--- src/rtl/xio_bus_rx.sv ---
// xio parallel bus receiver: synchronises the pin-level frame, decodes the
// command byte plus optional big-endian payload, and buffers one command word.
`ifndef XIO_CMD_SDRAM_READ
`define XIO_CMD_SDRAM_READ 4'h5
`endif

module xio_bus_rx #(
  parameter int SYNC_STAGES = 2,
  parameter int TIMEOUT     = 1024
) (
  input  logic        clk,
  input  logic        rst_n,
  input  logic [7:0]  rData,
  input  logic        rRts,
  input  logic        rClk,
  output logic        rCts,
  output logic [3:0]  cmd,
  output logic [31:0] data,
  output logic        cmdValid,
  input  logic        cmdReady,
  output logic        frameErr
);

  localparam int TW = (TIMEOUT > 1) ? $clog2(TIMEOUT + 1) : 1;

  localparam logic [2:0] IDLE     = 3'd0;
  localparam logic [2:0] ACCEPT   = 3'd1;
  localparam logic [2:0] DATA     = 3'd2;
  localparam logic [2:0] WAIT_END = 3'd3;
  localparam logic [2:0] DRAIN    = 3'd4;

  logic [SYNC_STAGES-1:0]      rtsSync;
  logic [SYNC_STAGES-1:0]      clkSync;
  logic [SYNC_STAGES-1:0][7:0] dataSync;
  logic                        clkPrev;

  logic       rtsS;
  logic       clkS;
  logic [7:0] byteS;
  logic       strobe;

  logic [2:0]    state;
  logic [3:0]    cmdSh;
  logic [31:0]   dataSh;
  logic [1:0]    byteCnt;
  logic [TW-1:0] tCnt;
  logic          timeoutHit;
  logic          abort;

  // All three pin groups share the same depth so a byte lines up with its strobe
  always_ff @(posedge clk or negedge rst_n) begin
    if (!rst_n) begin
      rtsSync  <= '0;
      clkSync  <= '0;
      dataSync <= '0;
      clkPrev  <= 1'b0;
    end else begin
      rtsSync  <= {rtsSync[SYNC_STAGES-2:0], rRts};
      clkSync  <= {clkSync[SYNC_STAGES-2:0], rClk};
      dataSync <= {dataSync[SYNC_STAGES-2:0], rData};
      clkPrev  <= clkSync[SYNC_STAGES-1];
    end
  end

  assign rtsS   = rtsSync[SYNC_STAGES-1];
  assign clkS   = clkSync[SYNC_STAGES-1];
  assign byteS  = dataSync[SYNC_STAGES-1];
  assign strobe = clkS & ~clkPrev;

  assign timeoutHit = (TIMEOUT != 0) &&
                      (tCnt == TW'(TIMEOUT - 1));

  // A strobe always wins over rRts low in the same cycle
  always_comb begin
    abort = 1'b0;
    unique case (state)
      ACCEPT: begin
        if (strobe) abort = (byteS[7:4] != 4'h0);
        else        abort = !rtsS || timeoutHit;
      end
      DATA: begin
        if (!strobe) abort = !rtsS || timeoutHit;
      end
      WAIT_END: begin
        if (strobe)    abort = 1'b1;
        else if (rtsS) abort = timeoutHit;
      end
      default: abort = 1'b0;
    endcase
  end

  always_ff @(posedge clk or negedge rst_n) begin
    if (!rst_n) begin
      state    <= IDLE;
      rCts     <= 1'b0;
      cmd      <= 4'h0;
      data     <= 32'h0;
      cmdValid <= 1'b0;
      frameErr <= 1'b0;
      cmdSh    <= 4'h0;
      dataSh   <= 32'h0;
      byteCnt  <= 2'd0;
      tCnt     <= '0;
    end else begin
      frameErr <= abort;
      if (cmdValid && cmdReady) cmdValid <= 1'b0;
      if (abort) begin
        rCts    <= 1'b0;
        state   <= DRAIN;
        byteCnt <= 2'd0;
        tCnt    <= '0;
      end else begin
        unique case (state)
          IDLE: begin
            if (rtsS && !cmdValid) begin
              state   <= ACCEPT;
              rCts    <= 1'b1;
              dataSh  <= 32'h0;
              byteCnt <= 2'd0;
              tCnt    <= '0;
            end
          end
          ACCEPT: begin
            if (strobe) begin
              cmdSh <= byteS[3:0];
              tCnt  <= '0;
              if (byteS[3:0] == `XIO_CMD_SDRAM_READ)
                state <= DATA;
              else
                state <= WAIT_END;
            end else begin
              tCnt <= tCnt + TW'(1);
            end
          end
          DATA: begin
            if (strobe) begin
              dataSh  <= {dataSh[23:0], byteS};
              byteCnt <= byteCnt + 2'd1;
              tCnt    <= '0;
              if (byteCnt == 2'd3) state <= WAIT_END;
            end else begin
              tCnt <= tCnt + TW'(1);
            end
          end
          WAIT_END: begin
            if (!rtsS) begin
              rCts     <= 1'b0;
              cmdValid <= 1'b1;
              cmd      <= cmdSh;
              data     <= dataSh;
              state    <= IDLE;
              tCnt     <= '0;
            end else begin
              tCnt <= tCnt + TW'(1);
            end
          end
          DRAIN: begin
            rCts <= 1'b0;
            if (!rtsS) state <= IDLE;
          end
          default: state <= IDLE;
        endcase
      end
    end
  end

endmodule
--- config.mk ---
export PLATFORM = sky130hd
export DESIGN_NAME = xio_bus_rx
export DESIGN_NICKNAME = d
export VERILOG_FILES = /design/src/rtl/xio_bus_rx.sv
export SDC_FILE = /design/constraint.sdc
export NUM_CORES = 1
export LEC_CHECK = 0
export CORE_MARGIN = 8
export CORE_UTILIZATION = 59
export DETAILED_ROUTE_END_ITERATION = 16
export PLACE_DENSITY = 0.88
export SYNTH_ARGS = -nofsm -noshare
export SYNTH_HDL_FRONTEND = slang
export SYNTH_SLANG_ARGS = --single-unit
--- constraint.sdc ---
create_clock -name clk -period 3.6 [get_ports clk]
set_input_delay 0.72 -clock clk [delete_from_list [all_inputs] [get_ports clk]]
set_output_delay 0.72 -clock clk [all_outputs]
set_load 0.02 [all_outputs]
### Word-level counts from Yosys, hierarchy flattened

Index checks and enable logic that the tools add are counted.

* register bits after elaboration: 112
* bits of input ports: 13
* output and inout bits: 39

* add/subtract/negate cells: 2
* equal/unequal tests: 15
* multiplexer cells: 33
* bitwise logic cells: 4
* reduce and logical (&&, ||, !) cells: 20

Operators with widths (number)
* $mux 32: 2
* $pmux 32 s2: 1
* $mux 11: 4
* $pmux 11 s3: 1
* $mux 3: 6
* $ne 3x3->1 const B: 5
* $mux 1: 12
* $pmux 3 s4: 1
* $reduce_and 3->1: 4
* $reduce_bool 4->1: 3
* $add 11x1->11 const B: 1
* $eq 11x10->1 const B: 1
* $eq 3x2->1 const B: 2
* $mux 2: 3
* $pmux 1 s3: 2
* $reduce_and 5->1: 1
* $eq 4x3->1 const B: 1
* $ne 2x2->1 const B: 2
* $pmux 2 s2: 1
* $reduce_and 4->1: 1
* $reduce_or 2->1: 2
* $eq 3x1->1 const B: 1
* $eq 3x3->1 const B: 1
* $logic_not 3->1: 1
* other kinds (11): 15

### Logic depth before layout (Yosys ltp)

Gate-level depths: netlist of run 1.

* depth after elaboration: 6
* depth in mapped cells: 7
* mapped depth without buffers: 6

### Worst setup path before layout of run 1

No wires, ideal clock.

* kind: register -> register
* from: reg tCnt[0]
* to: reg tCnt[2]
* library setup time: 121 ps
* data arrival time: 1534 ps
* slack: 1945 ps
* stages on the path, launching flop included: 8
* period minus slack after synthesis: 1655 ps
* path through: dfrtp_1 > ha_1 > nand4_1 > nor4_2 > o211a_1 > buf_6 > o31ai_2 > a22o_1

* word-level cells in the longest chain between the ends: 6
* elaborated cells on any way between the ends: 15
* classes of those cells: 1 x add/sub; 2 x eq/ne; 9 x mux; 3 x reduce/logical

RTL lines
* start: declaration: RTL line 46 `logic [TW-1:0] tCnt;`
* start signal: assignment: RTL line 132 `tCnt <= tCnt + TW'(1);`
* start signal: assignment: RTL line 142 `tCnt <= tCnt + TW'(1);`
* start signal: assignment: RTL line 154 `tCnt <= tCnt + TW'(1);`
* $eq 11x10->1 *: RTL line 71 `(tCnt == TW'(TIMEOUT - 1));`
* $mux 1 / $logic_or 1x1->1 (equally long branches): RTL line 86, 79, 82
* $mux 1, on equally long branches: RTL line 85, 78, 82
* $pmux 1 s3 *: RTL line 76 `unique case (state)`
* net abort: RTL line 48 `logic abort;`
* $ne 3x3->1 (no line) / $reduce_bool 4->1 (equally long branches)
* $reduce_and 2->1 (no line)

Mark *: on every way through the listed nets, which the timed path passes. The rest lies on a longest branch.
A chain may end at the register's enable or synchronous reset.

### Worst setup path after layout of run 1

* from: reg clkPrev
* to: reg dataSh[20]

* word-level cells in the longest chain between the ends: 6
* elaborated cells on any way between the ends: 9
* classes of those cells: 1 x eq/ne; 4 x mux; 3 x bitwise; 1 x reduce/logical

RTL lines
* start: declaration: RTL line 35 `logic clkPrev;`
* start signal: assignment: RTL line 61 `clkPrev <= clkSync[SYNC_STAGES-1];`
* $not 1->1 *: RTL line 68 `assign strobe = clkS & ~clkPrev;`
* $and 1x1->1 *: RTL line 68
* $mux 1, on equally long branches: RTL line 85, 78, 82
* $pmux 1 s3: RTL line 76
* $not 1->1 (no line)
* $reduce_and 4->1 (no line) *
* end signal: assignment: RTL line 137 `dataSh <= {dataSh[23:0], byteS};`
* end: declaration: RTL line 44 `logic [31:0] dataSh;`

Mark *: on every way between the ends. The rest lies on a longest branch, timed or not.

==> metrics.csv, run 1 <==
stage,metric,value,unit
synth,Synth area leaders,"dfrtp_1, mux2_2, a22o_1, a21oi_1, nand2_1",
drt,post-route ant nets,0,
critical_path,CP bufs+invs,0,
layout,"commonest non-fill, non-tap cell in the layout",dfrtp_1,
clocking,number of buffers created by CTS,9,
layout,most frequent cells in the layout,"dfrtp_1, clkdlybuf4s50_1, a22o_1, mux2_2, nand2_1",
floorplanning,die height,101.0,um
timing,Final Max Slew Viols,0,
clocking,# resized after CTS,0,
pwr,Static Leakage,2.336,nW
placement,DPL Wire Length,4804,um
drt,DR WL/cell,16.63,um
synth,Seq cells post-synth,112,
placement,# port buffers,51,
synth,sequential share of the synthesized area,65.71,%
pwr,PD cells,543.4,nW/um^2
critical_path,"delay-heaviest family, CP",simple AND/OR/NAND/NOR gates,
timing,final worst slack,1.368,ns
critical_path,critical-path cell list,nand2b_1 > mux2i_1 > nand2_1 > a22o_1,
critical_path,"Slowest-stage cell, CP",nand2_1,
drt,Pre-Repair DR Iteration Count,4,
clocking,CTS max path bufs,2,
synth,syn nets,311,
drt,Vias,2553,
critical_path,slowest cell delay on critical path,0.66,ns
timing,Final Hold Viols,0,
layout,share of cells above drive strength 1,19.20,%
synth,synthesized area,4265,um^2
clocking,clk slew on worst S/H paths,0.10,ns
drt,DRC Markers,0,
critical_path,Worst Path Max Fanout,33,
layout,n_diodes,0,
timing,Final period util,61.99,%
placement,pre-CTS WS,1.396,ns
clocking,Root Buffer,clkbuf_8,
timing,setup violators final,0,
floorplanning,initial cell density of the core,59.77,%
timing,setup TNS,0,ns
clocking,clock sinks,112,
global_routing,grt ovf,0,
global_routing,initial antenna violation count,0,
synth,Mean Syn Cell Area,14.41,um^2
pwr,Worst IR Drop VDD,0.3069,mV
synth,largest area contributor in the netlist,dfrtp_1,
critical_path,"Arr. time, crit path",2.49,ns
timing,fmax,0.4481,GHz
critical_path,crit end category,flip-flop,
clocking,H-tree depth,3,
floorplanning,core area,7137,um^2
synth,share of the synthesized area in the top cell type,65.71,%
timing,Worst-Margin Slew,1.100,ns
run_status,status,"complete, no violations",
layout,nets,360,
drt,Routed WL,7448,um
clocking,CTS tree,done,
timing,Clock Skews,0.007837,ns
synth,Cell variety after synth,50,
global_routing,GRT Overall Usage,15.91,%
critical_path,Crit Path Class,flip-flop to flip-flop,
layout,area delta synth->final,17.60,%
flow_run,Max-cap violations,0,
floorplanning,IO Pins,52,
critical_path,"Req. time, crit path",3.86,ns
global_routing,first-pass GRT wire length,12640,um
hold_path,Hold WC Path Type,flip-flop to flip-flop,
timing,RSZ-0062 raised after global routing,no,
placement,Final Wtd Congestion,0.8388,
floorplanning,row count,31,
drt,post-DR vias/cell,5.699,
floorplanning,Die Area,10210,um^2
floorplanning,die width,101.0,um
synth,cells after synthesis,296,
critical_path,Worst setup SP type,flip-flop,
clocking,# Post-CTS Setup Buffers,0,
clocking,"Hold-fix buffers, CTS",0,
global_routing,vias in the first global route,2561,
clocking,Skew-Pair Late Insertion Delay,0.36,ns
timing,Slew HR,26.46,%
drt,1st-iter DRT viols,112,
global_routing,largest net degree at the start of global routing,113,
timing,crit path time final,2.232,ns
synth,Yosys warnings,0,
==> Yosys cell counts (all sizes together) <==
master and instances:
clkbuf 3, a21o 3, or3 1, and2b 2
nor4 2, nor4bb 1, and2 1, or2 2
o31ai 4, nand3 7, a22o 37, mux2i 1
buf 12, nand3b 2, nor3b 4, a22oi 1
o21a 1, ha 2, inv 1, nand2 11
nor3 6, nand4 2, mux2 40, nor2 8
a211oi 2, a2111oi 1, xor2 2, nand2b 4
dfrtp 112, a311oi 1, a31o 1, o211a 1
nor2b 1, o22ai 1, a21oi 10, and3 1
a31oi 1, o21ai 4
==> layout make-up <==
type,instances,area (um^2)
fill,493,2121
tap,99,123.9
clock buffer,10,137.6
clock inverter,5,38.79
timing repair buffer,53,535.5
sequential,112,2803
inverter,1,3.754
multi-input combinational,168,1374
==> worst reg2reg max path, stage by stage (launching register included) <==
cell,delay [ns]
dfrtp_1,0.41
nand2b_1,0.31
mux2i_1,0.26
nand2_1,0.66
a22o_1,0.49
==> power by group <==
| part | switching [W] | leakage, nW | total (W) | internal [W] |
|---|---|---|---|---|
| Combinational | 0.000343 | 0.740 | 0.000583 | 0.000239 |
| Clock | 0.000397 | 0.0895 | 0.000670 | 0.000273 |
| Sequential | 0.000112 | 1.51 | 0.00147 | 0.00136 |
==> final timing paths <==
path	from	endpoint	slack, ns	cells past startpoint
worst max-delay path	clkPrev	dataSh[20]	1.37	4
worst min-delay path	clkSync[0]	clkSync[1]	0.36	0
worst max register to register	clkPrev	dataSh[20]	1.37	4
worst min register to register	clkSync[0]	clkSync[1]	0.36	0
max in group asynchronous	rst_n	data[10]	2.77	2
min in group asynchronous	rst_n	data[4]	0.41	2
==> registers in the layout, summed over array words and instances, names as in the netlist, 2 cells and up <==
register,cells
dataSh,32
data,32
tCnt,11
byteS,8
dataSync,8
cmdSh,4
cmd,4
state,3
byteCnt,2
clkSync,2
rtsSync,2
==> metal layers <==
metal	share of wire, %	track usage, %	vias to the layer above
li1	-	-	1192
met1	46	21.18	1295
met5	0	0	-
met2	48	24.20	56
met4	1.7	6.644	0
met3	4.4	4.075	10
==> kinds of logic (layout without fill, tap and decap cells) <==
kind of cell / Yosys count / count (layout) / share of synthesized area [%]
compound gates: 68 / 68 / 12.79
xor+xnor: 2 / 2 / 0.4108
buf+inv: 16 / 69 / 2.141
mux: 41 / 41 / 10.79
fa+ha+maj: 2 / 2 / 0.5866
flops: 112 / 112 / 65.71
simple gates: 55 / 55 / 7.569
==> per-stage QoR <==
stage,cells,cell area (um^2),hold slack [ns],total power [W],utilization [%]
after floorplan,296,4265,0.3312,0.001902,-
after global placement,433,4840,0.3315,0.002054,67.81
after detailed placement,433,4840,0.3347,0.002077,67.81
after CTS,448,5016,0.3567,0.002751,70.28
after global routing,448,5016,0.3633,0.002876,70.28
final,448,5016,0.3553,0.002726,70.28
Note: power is estimated with default switching activity, not from simulation.
==> inputs of run 2 (changes only) <==
CORE_UTILIZATION = 49   (was 59)
PLACE_DENSITY = 0.78   (was 0.88)
clock period = 1.9 ns   (was 3.6 ns; I/O delays follow)
==> run 2 against run 1 <==
Against the previous run: sequential power rose by 86%; die area grew 17%; global-route usage down 1.7 points; combinational power grew 120%; clock skew grew 0.0084 ns; non-clock buffer count grew 16; power increased by 100%; sequential share of layout area fell by 2.1 points; first-iteration DRC count fell by 17%; final area up 4.0%; worst setup slack got worse by 1.2 ns; critical endpoint is now tCnt[4]; highest routed layer unchanged.
==> metrics.csv, run 2 (synthesis gave the netlist of run 1 again) <==
stage,metric,value,unit,change
pwr,logic gate share of total power,23.6,%,+2.2 points
layout,top flop regs,"dataSh x32, data x32, tCnt x11",,
layout,share of cells above drive strength 1,22.68,%,+3.5 points
timing,crit path time final,1.778,ns,-0.4533 ns
layout,most frequent cells in the layout,"dfrtp_1, clkdlybuf4s50_1, a22o_1, mux2_2, buf_4",,
clocking,clk slew on worst S/H paths,0.10,ns,about the same
run_status,status,"complete, no violations",,
layout,area delta synth->final,22.26,%,
clocking,CTS tree,done,,
layout,fin util,60.69,%,-9.6 points
clocking,# Post-CTS Setup Buffers,0,,unchanged
pwr,Seq pwr share,49.9,%,-4.1 points
critical_path,FF-to-FF Start,tCnt[0],,
critical_path,"Req. time, crit path",2.16,ns,-1.70 ns
global_routing,GRT Overall Usage,14.23,%,-1.7 points
pwr,Worst IR Drop VDD,0.4484,mV,+46%
drt,Vias,2574,,+0.82%
drt,Pre-Repair DR Iteration Count,4,,unchanged
layout,"commonest non-fill, non-tap cell in the layout",dfrtp_1,,
pwr,Static Leakage,2.435,nW,+4.2%
layout,nets,376,,+4.4%
timing,Clock Skews,0.01627,ns,+0.008435 ns
floorplanning,core area,8593,um^2,+20%
floorplanning,die height,109.3,um,+8.2%
pwr,sw frac,30.99,%,-0.26 points
timing,Slew HR,71.73,%,+45 points
floorplanning,die width,109.3,um,+8.2%
drt,post-DR vias/cell,5.430,,-4.7%
timing,fmax,0.5623,GHz,+25%
timing,Final period util,93.60,%,+32 points
clocking,Skew-Pair Late Insertion Delay,0.38,ns,+0.02 ns
drt,1st-iter DRT viols,93,,-17%
clocking,CTS max path bufs,2,,unchanged
pwr,PD cells,1051,nW/um^2,+93%
global_routing,grt ovf,0,,unchanged
pwr,clock share of power,26.5,%,+1.9 points
floorplanning,initial cell density of the core,49.64,%,-10 points
global_routing,vias in the first global route,2683,,+4.8%
flow_run,Max-cap violations,0,,unchanged
hold_path,Hold WC Path Type,flip-flop to flip-flop,,
placement,# port buffers,51,,unchanged
drt,Routed WL,7781,um,+4.5%
floorplanning,IO Pins,52,,unchanged
placement,DPL Wire Length,5455,um,+14%
global_routing,first-pass GRT wire length,13140,um,+3.9%
timing,RSZ-0062 raised after global routing,no,,
layout,n_diodes,0,,unchanged
timing,Worst-Margin Slew,0.4240,ns,-0.6764 ns
critical_path,worst-case reg-to-reg path depth,6,,+2
pwr,Cell Int Power,0.003783,W,+100%
clocking,number of buffers created by CTS,9,,unchanged
clocking,Root Buffer,clkbuf_8,,
layout,sequential cell area,2803,um^2,unchanged
timing,setup violators final,0,,unchanged
layout,Multi-input gate area,1381,um^2,+0.55%
timing,setup TNS,0,ns,unchanged
floorplanning,Die Area,11950,um^2,+17%
drt,DR WL/cell,16.42,um,-1.3%
floorplanning,row count,34,,+9.7%
hold_path,hold path depth,0,,unchanged
critical_path,Worst setup SP type,flip-flop,,
placement,Final Wtd Congestion,0.8044,,-4.1%
critical_path,CP Launch Point,tCnt[0],,
global_routing,initial antenna violation count,0,,unchanged
critical_path,Crit Path Class,flip-flop to flip-flop,,
timing,Final Hold Viols,0,,unchanged
timing,Final Max Slew Viols,0,,unchanged
global_routing,largest net degree at the start of global routing,65,,-42%
critical_path,Worst Path Max Fanout,10,,-70%
drt,post-route ant nets,0,,unchanged
critical_path,crit end category,flip-flop,,
pwr,Psw,0.001699,W,+99%
clocking,H-tree depth,3,,unchanged
clocking,clock sinks,112,,unchanged
critical_path,"Arr. time, crit path",2.04,ns,-0.45 ns
hold_path,min-delay src,dataSync[0],,
drt,DRC Markers,0,,unchanged
layout,Fillers,678,,+38%
==> run 2: cell types whose count changed in the layout (fill, tap and decap cells not counted) <==
cell and delta:
buf_4 +13, buf_12 +2, bufinv_16 +1, clkbuf_1 +1, clkbuf_8 -1, clkinv_2 -1
clkinv_8 +1, clkinvlp_4 -1, dlygate4sd3_1 +1, inv_6 +1, o211a_1 -1, o211a_4 +1
==> run 2: critical path, cell delays in order, from the launching register on <==
cell and delay, ns:
dfrtp_1 0.43, ha_1 0.20, nand4_1 0.14, nor4_2 0.29
o211a_4 0.28, or2_1 0.21, o21ai_0 0.12
==> run 2: power by group through the flow <==
stage | Combinational [W] | Clock (W) | Sequential, W
final | 0.00129 | 0.00145 | 0.00273
after global routing | 0.00141 | 0.00159 | 0.00276
after CTS | 0.00129 | 0.00150 | 0.00274
after detailed placement | 0.00128 | 0 | 0.00278
after global placement | 0.00125 | 0 | 0.00277
after floorplan | 0.000794 | 0 | 0.00281
==> run 2: repair_timing <==
item / in CTS / in global routing
setup endpoints to repair: 9 / 10
endpoints found under the hold margin: 9 / 0
pin swaps: 0 / 0
hold buffers: 1 / 0
resized for setup: 1 / 1
==> run 2: area by class of cell <==
type / count / share of cell area, %
sequential: 112 / 53.74
tap: 108 / 2.591
multi-input combinational: 168 / 26.49
clock inverter: 6 / 1.560
inverter: 1 / 0.07198
clock buffer: 10 / 2.447
timing repair buffer: 69 / 13.10
==> run 2: worst paths after layout <==
check                           endpoint  slack (ns)
worst max register to register   tCnt[4]        0.12
min in group asynchronous        data[4]        0.37
worst max-delay path             tCnt[4]        0.12
worst min register to register  byteS[0]        0.35
max in group asynchronous        data[5]        0.97
worst min-delay path            byteS[0]        0.35
==> run 2: through the flow <==
| stage | power [W] | instances | area (um^2) | worst slack, ns | hold WS (ns) |
|---|---|---|---|---|---|
| final | 0.005481 | 474 | 5215 | 0.1217 | 0.3547 |
| after global routing | 0.005760 | 474 | 5215 | 0.007128 | 0.3524 |
| after CTS | 0.005524 | 474 | 5207 | 0.03189 | 0.3554 |
| after detailed placement | 0.004060 | 457 | 4989 | 0.0006826 | 0.2320 |
| after global placement | 0.004023 | 457 | 4989 | 0.1123 | 0.2309 |
| after floorplan | 0.003604 | 296 | 4265 | 0.2450 | 0.08441 |
==> run 2: metal layers <==
layer / wire [um] / global-route usage (%)
met1: 3515 / 18.37
met2: 3661 / 21.53
met3: 454 / 4.338
met4: 150 / 6.943
met5: 0 / 0
==> inputs of run 3 (changes only) <==
CORE_ASPECT_RATIO = 0.75   (was not set)
==> run 3 against run 2 <==
Against the previous run: register-to-register slack worse by 0.03 ns; sequential power is 2% higher; critical path depth stayed put; via count is 3.7% higher; combinational power hardly changed; global-route usage is 0.95 points higher; die area is 0.26% higher; non-clock buffer count stayed put; utilization is 2.0 points higher; first-iteration DRC count is 130% higher; power is 5.4% higher; cell count is 0.21% lower; largest cell class unchanged; highest routed layer unchanged.
==> metrics.csv, run 3 (synthesis gave the netlist of run 1 again) <==
stage,metric,value,unit,change
run_status,status,"complete, no violations",,
global_routing,largest net degree at the start of global routing,37,,-43%
critical_path,"Arr. time, crit path",2.04,ns,about the same
timing,Worst-Margin Slew,0.4467,ns,+0.02268 ns
global_routing,grt ovf,0,,unchanged
global_routing,vias in the first global route,2687,,+0.15%
floorplanning,core area,8454,um^2,-1.6%
drt,Pre-Repair DR Iteration Count,4,,unchanged
clocking,CTS tree,done,,
global_routing,met1 Use GR,21.06,%,+2.7 points
layout,area delta synth->final,24.23,%,
drt,DR WL/cell,18.18,um,+11%
clocking,clk slew on worst S/H paths,0.07,ns,-0.03 ns
pwr,post-layout power,0.005778,W,+5.4%
layout,share of cells above drive strength 1,23.84,%,+1.2 points
floorplanning,Die Area,11980,um^2,+0.26%
global_routing,met2 Use GR,20.68,%,-0.86 points
drt,post-route ant nets,0,,unchanged
critical_path,Crit Path Class,flip-flop to flip-flop,,
floorplanning,die width,123.7,um,+13%
clocking,CTS max path bufs,2,,unchanged
timing,setup violators final,0,,unchanged
clocking,Skew-Pair Late Insertion Delay,0.34,ns,-0.04 ns
timing,fmax,0.5535,GHz,-1.6%
layout,nets,376,,unchanged
critical_path,Worst Path Max Fanout,7,,-3
pwr,Worst IR Drop VDD,0.6000,mV,+34%
timing,Clock Skews,0.007165,ns,-0.009107 ns
layout,n_diodes,0,,unchanged
timing,final worst slack,0.09321,ns,-0.02847 ns
critical_path,crit end category,flip-flop,,
global_routing,first-pass GRT wire length,14100,um,+7.3%
global_routing,GR Util met3,6.446,%,+2.1 points
placement,DPL Wire Length,5927,um,+8.7%
clocking,Root Buffer,clkbuf_16,,
placement,Final Wtd Congestion,0.8553,,+6.3%
placement,pre-CTS WS,0.02714,ns,+0.02645 ns
layout,top flop regs,"dataSh x32, data x32, tCnt x11",,
clocking,H-tree depth,3,,unchanged
critical_path,Worst setup SP type,flip-flop,,
flow_run,Max-cap violations,0,,unchanged
timing,setup TNS,0,ns,unchanged
drt,Vias,2668,,+3.7%
global_routing,GRT Overall Usage,15.18,%,+0.95 points
drt,1st-iter DRT viols,214,,+130%
layout,fin util,62.68,%,+2.0 points
global_routing,initial antenna violation count,0,,unchanged
layout,"commonest non-fill, non-tap cell in the layout",dfrtp_1,,
drt,Routed WL,8597,um,+10%
timing,worst hold slack,0.3449,ns,-0.009729 ns
timing,Final Max Slew Viols,0,,unchanged
global_routing,Top Usage Layer GRT,met1,,
floorplanning,row count,29,,-15%
pwr,Static Leakage,2.468,nW,+1.4%
floorplanning,initial cell density of the core,50.45,%,+0.82 points
drt,post-DR vias/cell,5.641,,+3.9%
clocking,number of buffers created by CTS,9,,unchanged
placement,# port buffers,51,,unchanged
drt,DRC Markers,0,,unchanged
floorplanning,die height,96.80,um,-11%
timing,Final Hold Viols,0,,unchanged
floorplanning,IO Pins,52,,unchanged
critical_path,"Req. time, crit path",2.13,ns,-0.03 ns
hold_path,Hold WC Path Type,flip-flop to flip-flop,,
timing,Slew HR,70.22,%,-1.5 points
timing,Final period util,95.09,%,+1.5 points
timing,crit path time final,1.807,ns,+0.02847 ns
clocking,clock sinks,112,,unchanged
layout,most frequent cells in the layout,"dfrtp_1, clkdlybuf4s50_1, a22o_1, mux2_2, buf_4",,
pwr,PD cells,1090,nW/um^2,+3.7%
-- run 3: changes by cell type in the layout (fill, tap and decap cells not counted), moves of 3 or more --
cell and delta:
clkbuf_16 +9, clkbuf_8 -9, clkinv_2 +4, inv_6 -3
-- run 3: path summary, 6_finish.rpt --
path                            depth (start not counted)  slack [ns]     endpoint  startpoint
worst max-delay path                                    6        0.09      tCnt[6]     tCnt[1]
worst min-delay path                                    0        0.34   rtsSync[1]  rtsSync[0]
worst max register to register                          6        0.09      tCnt[6]     tCnt[1]
worst min register to register                          0        0.34   rtsSync[1]  rtsSync[0]
max in group asynchronous                               3        0.87     state[0]       rst_n
min in group asynchronous                               2        0.49  dataSync[6]       rst_n
-- run 3: layout make-up --
type | instances | area [um^2]
clock buffers | 9 | 225.2
clock inverters | 6 | 36.28
fillers | 633 | 3156
inverters | 1 | 3.754
multi-input cells | 168 | 1400
flip-flops and latches | 112 | 2803
well taps | 108 | 135.1
repair buffers | 69 | 695.7
-- run 3: per-layer routing --
metal / vias up / share of wire, % / wire length, um
met5: - / 0 / 0
met4: 0 / 1.0 / 88
met3: 9 / 6.3 / 541
met2: 74 / 47 / 4033
met1: 1360 / 46 / 3933
li1: 1225 / - / -
-- run 3: metrics by stage --
step	instances	instance area (um^2)
after floorplan	296	4265
after global placement	456	4994
after detailed placement	456	4994
after CTS	472	5265
after global routing	473	5299
final	473	5299
-- run 3: worst max-delay path, cell delays in order, from the launching register on --
cell and delay (ns):
dfrtp_1 0.44, ha_4 0.19, nand4_1 0.14, nor4_2 0.25, o211a_2 0.31, nor2_1 0.13, a22o_1 0.23
-- run 3: timing repair --
action / 4_1_cts / 5_1_grt
hold buffers: 1 / 0
endpoints found under the hold margin: 24 / 0
resized for setup: 0 / 6
setup endpoints to repair: 0 / 14
setup buffers: 0 / 1
-- run 3: where the power goes --
part / switching [W] / leakage, nW / internal [W]
Sequential: 0.000207 / 1.51 / 0.00258
Combinational: 0.000736 / 0.831 / 0.000572
Clock: 0.000804 / 0.131 / 0.000876
